### src/rtl/sha3_pkg.sv
`default_nettype none
// ============================================================================
// Package     : sha3_pkg
// Description : Shared types and helpers for the SHA3 digest serializer:
//               variant id, Keccak state layout, digest sizing, lane byte
//               swap and digest extraction from the final state.
// Revision    : 1.0 - initial release
// ============================================================================
package sha3_pkg;

  typedef enum logic [1:0] {
    SHA3_224 = 2'd0,
    SHA3_256 = 2'd1,
    SHA3_384 = 2'd2,
    SHA3_512 = 2'd3
  } sha3_id_t;

  typedef logic [0:4][0:4][63:0] keccak_state_t;

  typedef enum logic [0:0] {
    ST_IDLE = 1'b0,
    ST_SEND = 1'b1
  } ser_state_t;

  localparam int unsigned DIGEST_LANES_MAX = 8;
  localparam int unsigned DIGEST_BITS_MAX  = DIGEST_LANES_MAX * 64;

  // Digest length in bits for each variant.
  function automatic int unsigned digest_bits(sha3_id_t id);
    int unsigned bits;
    case (id)
      SHA3_224: bits = 224;
      SHA3_256: bits = 256;
      SHA3_384: bits = 384;
      default:  bits = 512;
    endcase
    return bits;
  endfunction

  // Reverse byte order of a lane: raw byte0 (LSB) becomes the MSB.
  function automatic logic [63:0] bswap64(logic [63:0] lane);
    logic [63:0] r;
    r = '0;
    for (int i = 0; i < 8; i++) begin
      r[8*i +: 8] = lane[56-8*i +: 8];
    end
    return r;
  endfunction

  // Lanes 0..7 (lane k = st[k%5][k/5]) byte-swapped and packed MSB-first.
  function automatic logic [DIGEST_BITS_MAX-1:0] extract_digest(keccak_state_t st);
    logic [DIGEST_BITS_MAX-1:0] d;
    d = '0;
    for (int k = 0; k < int'(DIGEST_LANES_MAX); k++) begin
      d[int'(DIGEST_BITS_MAX)-1-64*k -: 64] = bswap64(st[k%5][k/5]);
    end
    return d;
  endfunction

endpackage
`default_nettype wire

### src/rtl/sha3_digest_serializer.sv
`default_nettype none
// ============================================================================
// Module      : sha3_digest_serializer
// Description : Captures the final Keccak state, extracts the byte-swapped
//               digest lanes for the selected SHA3 variant and streams the
//               digest as WIDTH-bit beats (valid/ready/last), MSB first.
//               Optional macro DIGEST_ZEROIZE_EN clears the digest buffer
//               when the last beat transfers and forces m_data to zero
//               whenever m_valid is low.
// Revision    : 1.0 - initial release
// ============================================================================
module sha3_digest_serializer
  import sha3_pkg::*;
#(
  parameter int unsigned WIDTH  = 16,
  parameter int unsigned LANE_W = 64
) (
  input  logic             ACLK,
  input  logic             ARESET,
  input  logic             s_valid,
  output logic             s_ready,
  input  logic [1:0]       s_id,
  input  keccak_state_t    s_state,
  output logic [WIDTH-1:0] m_data,
  output logic             m_valid,
  input  logic             m_ready,
  output logic             m_last
);

  localparam int unsigned BUF_W = DIGEST_LANES_MAX * LANE_W;
  localparam int unsigned CNT_W = $clog2(BUF_W / WIDTH);

  // Index of the final beat for a variant; the counter stops here.
  function automatic logic [CNT_W-1:0] last_beat(sha3_id_t id);
    return CNT_W'(digest_bits(id) / WIDTH - 1);
  endfunction

  ser_state_t       state_q, state_d;
  logic [CNT_W-1:0] cnt_q, cnt_d;
  sha3_id_t         id_q, id_d;
  logic [BUF_W-1:0] buf_q, buf_d;
  logic             s_ready_q, s_ready_d;
  logic             m_valid_q, m_valid_d;
  logic             m_last_q, m_last_d;

  logic             w_take;
  logic             w_xfer;
  logic [BUF_W-1:0] w_shifted;
  logic [WIDTH-1:0] w_word;

  assign w_take = s_valid && s_ready_q;
  assign w_xfer = m_valid_q && m_ready;

  // Next-state logic: capture in IDLE, advance beat counter on each transfer.
  always_comb begin
    state_d = state_q;
    cnt_d   = cnt_q;
    id_d    = id_q;
    buf_d   = buf_q;
    case (state_q)
      ST_IDLE: begin
        if (w_take) begin
          state_d = ST_SEND;
          buf_d   = extract_digest(s_state);
          id_d    = sha3_id_t'(s_id);
          cnt_d   = '0;
        end
      end
      ST_SEND: begin
        if (w_xfer) begin
          if (cnt_q == last_beat(id_q)) begin
            // Counter parks on the last beat so the idle output keeps that word.
            state_d = ST_IDLE;
`ifdef DIGEST_ZEROIZE_EN
            buf_d   = '0;
`endif
          end else begin
            cnt_d = cnt_q + 1'b1;
          end
        end
      end
      default: state_d = ST_IDLE;
    endcase
    s_ready_d = (state_d == ST_IDLE);
    m_valid_d = (state_d == ST_SEND);
    m_last_d  = (state_d == ST_SEND) && (cnt_d == last_beat(id_d));
  end

  // State, counter, buffer and handshake outputs registered with sync reset.
  always_ff @(posedge ACLK) begin
    if (ARESET) begin
      state_q   <= ST_IDLE;
      cnt_q     <= '0;
      id_q      <= SHA3_224;
      buf_q     <= '0;
      s_ready_q <= 1'b0;
      m_valid_q <= 1'b0;
      m_last_q  <= 1'b0;
    end else begin
      state_q   <= state_d;
      cnt_q     <= cnt_d;
      id_q      <= id_d;
      buf_q     <= buf_d;
      s_ready_q <= s_ready_d;
      m_valid_q <= m_valid_d;
      m_last_q  <= m_last_d;
    end
  end

  // Current beat: the word at bit offset cnt*WIDTH from the digest MSB.
  always_comb begin
    w_shifted = buf_q << (32'(cnt_q) * WIDTH);
    w_word    = w_shifted[BUF_W-1 -: WIDTH];
  end

`ifdef DIGEST_ZEROIZE_EN
  assign m_data = m_valid_q ? w_word : '0;
`else
  assign m_data = w_word;
`endif
  assign s_ready = s_ready_q;
  assign m_valid = m_valid_q;
  assign m_last  = m_last_q;

endmodule
`default_nettype wire
### config.mk
export PLATFORM = sky130hd
export DESIGN_NAME = sha3_digest_serializer
export DESIGN_NICKNAME = d
export VERILOG_FILES = /design/src/rtl/sha3_pkg.sv /design/src/rtl/sha3_digest_serializer.sv
export SDC_FILE = /design/constraint.sdc
export NUM_CORES = 1
export LEC_CHECK = 0
export ABC_AREA = 1
export ABC_CLOCK_PERIOD_IN_PS = 2000
export CAP_MARGIN = 20
export CORE_AREA = 5 5 625 627
export CTS_CLUSTER_SIZE = 28
export DETAILED_ROUTE_END_ITERATION = 10
export DIE_AREA = 0 0 630 632
export GPL_TIMING_DRIVEN = 0
export PLACE_DENSITY_LB_ADDON = 0.12
export SLEW_MARGIN = 20
export SYNTH_ARGS = -nofsm -noshare
export SYNTH_HDL_FRONTEND = slang
export SYNTH_SLANG_ARGS = --single-unit
### constraint.sdc
create_clock -name ACLK -period 2 [get_ports ACLK]
set_clock_uncertainty 0.15 [all_clocks]
set_input_delay 0.4 -clock ACLK [delete_from_list [all_inputs] [get_ports ACLK]]
set_output_delay 0.4 -clock ACLK [all_outputs]
set_load 0.05 [all_outputs]
# ---- After elaboration in Yosys (flattened, before gate mapping)
# Index checks and enable logic that the tools add are counted.
dict set report word_totals {
  rom_bits 0
  latchBits 0
  regBits 522
  ram_bits 0
  mem_count 0
  in_bits 1606
  elab_cells 38
  output_inout_bits 19
}
dict set report op_classes {
  div 0
  bitwise 2
  n_eq_ne 6
  n_mux 14
  order_cmp 0
  n_reduce_logical 6
  n_mul 0
  n_addsub 3
  shifts 1
}
# op n
set op_table {}
lappend op_table {{$shl 512x9->512} 1}
lappend op_table {{$pmux 9 s3} 2}
lappend op_table {{$mux 9} 2}
lappend op_table {{$mux 5} 3}
lappend op_table {{$eq 5x5->1} 2}
lappend op_table {{$pmux 5 s2} 1}
lappend op_table {{$sub 5x1->5 const B} 2}
lappend op_table {{$add 5x1->5 const B} 1}
lappend op_table {{$eq 2x1->1 const B} 2}
lappend op_table {{$eq 2x2->1 const B} 2}
lappend op_table {{$logic_not 2->1} 2}
lappend op_table {{$mux 2} 2}
lappend op_table {{$logic_and 1x1->1} 3}
lappend op_table {{$mux 1} 3}
lappend op_table {{$not 1->1} 2}
lappend op_table {{$pmux 1 s2} 1}
lappend op_table {{$reduce_and 2->1} 1}

# ---- Longest topological paths before layout
dict set report logic_depth {
  ltp_word 11
  depth_mapped 14
  mapped_depth_nobuf 13
}

# ---- Worst setup path after synthesis
# No wires, ideal clock.
dict set report synth_path {
  path_kind {reg2out}
  start {register cnt_q[0]}
  end {output port m_data[10]}
  t_required_ps 1450
  path_stages_with_launch 12
  t_arrival_ps 1562
  path_buffers 3
  setup_slack_ps -112
  cell_sequence {dfxtp_1 -> buf_6 -> buf_6 -> buf_2 -> nor2_1 -> nor2_1 -> o21ai_0 -> o211ai_1 -> nand3_1 -> nand4_1 -> o21ai_1 -> inv_1}
}
dict set report synth_via {
  elab_chain_len 1
}
# item line
set synth_lines {}
lappend synth_lines {{start: declaration} sha3_digest_serializer.sv:39} ;# logic [CNT_W-1:0] cnt_q, cnt_d;
lappend synth_lines {{start signal: assignment} sha3_digest_serializer.sv:101} ;# cnt_q <= cnt_d;
lappend synth_lines {{$shl 512x9->512} sha3_digest_serializer.sv:112} ;# w_shifted = buf_q << (32'(cnt_q) * WIDTH);
lappend synth_lines {{end: declaration} sha3_digest_serializer.sv:24} ;# output logic [WIDTH-1:0] m_data,
# No other way between the ends.

# ---- Worst setup path after layout
dict set report layout_path {
  start {register cnt_q[0]}
  end {output port m_data[6]}
}
# Same word-level chain as after synthesis.

==> reports/qor.yml <==
grt_overflow: 0
routed_via_density: 2.906
worst_slack_ns: -2.181
numCtsBuffers: 85
r2r_start: "s_ready"
ys_types: 31
placed_cells: 8882
grt_max_degree: 13
antenna_left: 0
io_buffers: 535
grt_pass1_wl_mm: 286.4
critPathCapture: "m_data[6]"
cp-startpoint: "cnt_q[0]"
htreeDepth: 3
synth_top_cell_by_area: "dfxtp_1"
synthTopCellsByArea: "dfxtp_1 46%, nand2_1 19%, a21oi_1 11%, o21ai_0 5.5%, nor2_1 5.4%"
powerDensity_nw_per_um2: 729.8
track_usage_pct: 10.99
finalNonFillerCells: 9231
die_x_um: 630
tns_ns: -98.41
syn_to_final_growth_pct: 108.6
violations: "setup timing"
cts.sinks: 522
synthesis.area_um2: 22690
slew_headroom_pct: 22.73
critical_path_class: "reg2out"
cp.arrival_ns: 3.63
fill_cells: 43900
hold_class: "in2reg"
syn_area_per_cell_um2: 6.908
synth_top_flop_cell: "dfxtp_1"
clk_latency_ns: 0.80
start_kind: "flop"
cts_root_buffer: "clkbuf_16"
rows: 228
fin_util_pct: 12.32
max_freq_mhz: 239.2
core-area_um2: 384300
vdd_ir_drop_max_mv: 0.5102
place.gp.congestion: 0.8438
dp_hpwl_mm: 188.5
cp.required_ns: 1.45
end_kind: "output pin"
wirelength_mm: 229.8
multi_input_comb_area_um2: 16560
ys_ff_latch: 522
die_h_um: 632
grt_pass1_vias: 27730
clk_pin_slew_worst_paths_ns: 0.06
drive_gt1_share_pct: 35.81
synth-edff-count: 0
ys_seq_area_share_pct: 46.05
drt-pass1-iter-count: 5
r2r_cells: 14
fin_crit_sh_pct: 209.1
netlist_instances: 3285
initial_core_util_pct: 5.905
wl_per_cell_um: 24.89
io_pins: 1625
die_area_um2: 398200
setup_viol: 455
drcViolationCount: 0
nets: 5705
status: "finished, violations left"
synth_warnings: 0
path_max_fanout: 12
slew_viol_final: 0
rsz0062_at_grt: "true"
hold_viol_final: 0
yosysMostFrequentCell: "nand2_1"
antenna_found_initial: 58
power_leakage_uw: 0.01655
cap_violations: 0
tightest_slew_ns: 1.159
synth_top_area_share_pct: 46.05
ys_async_sr_fraction_pct: 0
vias: 26820
initialDrtViolationCount: 1631
final-seq-area_um2: 10470
syn-num-nets: 4892
netlist_top_cells_count: "1,121 x nand2_1, 522 x dfxtp_1, 517 x a21oi_1"
cts_tree: "done"
post-place-ws_ns: -2.731
r2r-end: "buf_q[507]"
clk_path_buf_depth: 4
ff2ff_setup_slack_ns: -0.32
period_needed_ns: 4.181
power_uw: 34550
-- final cells by class --
cell class | count | share of cell area, %
well taps | 5060 | 13.37
flip-flops and latches | 522 | 22.11
clock buffers | 117 | 5.063
repair buffers | 744 | 18.32
clock inverters | 30 | 0.7611
diodes | 13 | 0.06871
inverters | 34 | 0.3145
plain buffers | 257 | 5.013
multi-input cells | 2454 | 34.98
-- per-stage QoR --
stage	hold WS (ns)	area, um^2
2_1_floorplan	0.2869	22690
3_3_place_gp	0.2949	34380
3_5_place_dp	0.3004	34410
4_1_cts	0.0002286	44120
5_1_grt	0.04582	47320
6_report	0.07909	47350
-- layer usage --
metal | share of wire (%) | routed length (um) | vias up | global-route usage [%]
met4 | 2.7 | 6129 | 14 | 2.563
met5 | 0.037 | 84 | - | 0
met2 | 51 | 116900 | 786 | 19.97
met1 | 42 | 97300 | 13250 | 13.59
li1 | - | - | 12540 | -
met3 | 4.1 | 9390 | 233 | 1.565
-- power breakdown --
part | switching [uW] | internal (uW) | leakage [uW]
sequential | 443 | 10900 | 0.00425
combinational | 4760 | 3180 | 0.0109
clock | 6010 | 9250 | 0.00136
-- flip-flops by register name, indices dropped and copies added (netlist names) --
name	cells
buf_q	512
cnt_q	5
id_q	2
m_last	1
m_valid	1
s_ready	1
-- critical path: stages, from the launching register on --
cell and delay, ns:
dfxtp_2 0.35, buf_12 0.15, buf_12 0.17, buf_12 0.17, o21ai_0 0.09, o211ai_1 0.70
nand3_2 0.37, nand4_1 0.36, o21ai_1 0.15, inv_2 0.14, buf_8 0.16
-- how the worst min path moves through the flow --
stage | from | endpoint | slack [ns] | cells after the start
after floorplan | buf_q[100] | buf_q[100] | 0.29 | 2
after global placement | buf_q[216] | buf_q[216] | 0.29 | 2
after detailed placement | buf_q[83] | buf_q[83] | 0.30 | 2
after CTS | s_state[908] | buf_q[372] | 0.0002 | 3
after global routing | s_state[268] | buf_q[244] | 0.05 | 3
final | s_state[936] | buf_q[336] | 0.08 | 3
-- cells by family after synthesis --
family / synth area share [%]
adder cells (fa/ha/maj): 0.05513
AO/OA/AOI/OAI: 21.68
buffers and inverters: 6.418
AND/OR/NAND/NOR: 25.80
flip-flops: 46.05
-- cells in the final DEF (no fill, tap or decap), types with 5 or more instances in the layout --
| cell | count |
|---|---|
| bufinv_16 | 7 |
| inv_1 | 12 |
| clkdlybuf4s50_1 | 516 |
| dfxtp_1 | 517 |
| o211ai_1 | 52 |
| nand2_8 | 58 |
| nand2_1 | 699 |
| o21ai_0 | 211 |
| o21ai_1 | 30 |
| o22ai_2 | 21 |
| nand4_1 | 17 |
| nor2_2 | 15 |
| o21ai_4 | 23 |
| nor2_1 | 307 |
| diode_2 | 13 |
| buf_6 | 44 |
| buf_4 | 48 |
| buf_2 | 45 |
| o21ai_2 | 22 |
| inv_2 | 19 |
| nand2_2 | 54 |
| buf_12 | 92 |
| a21oi_1 | 101 |
| nand2_4 | 314 |
| a21oi_2 | 415 |
| clkinv_2 | 14 |
| dlygate4sd3_1 | 50 |
| clkbuf_16 | 100 |
| clkbuf_8 | 20 |
| buf_16 | 27 |
| o22ai_1 | 39 |
| o221ai_1 | 7 |
| nand3_2 | 20 |
| nand3_1 | 25 |
| inv_6 | 5 |
| clkbuf_1 | 80 |
| clkbuf_2 | 17 |
| buf_8 | 49 |
| clkbuf_4 | 27 |
| nor2_4 | 6 |
-- repair_timing --
item                                    in CTS  in global routing
cloned                                      41                 12
endpoints found under the setup margin     538                492
hold endpoints to repair                    51                  0
resized for setup                         1399                807
pin swaps                                  295                232
buffers inserted                            78                 53
hold buffers                                50                  0
Note: power is estimated with default switching activity, not from simulation.
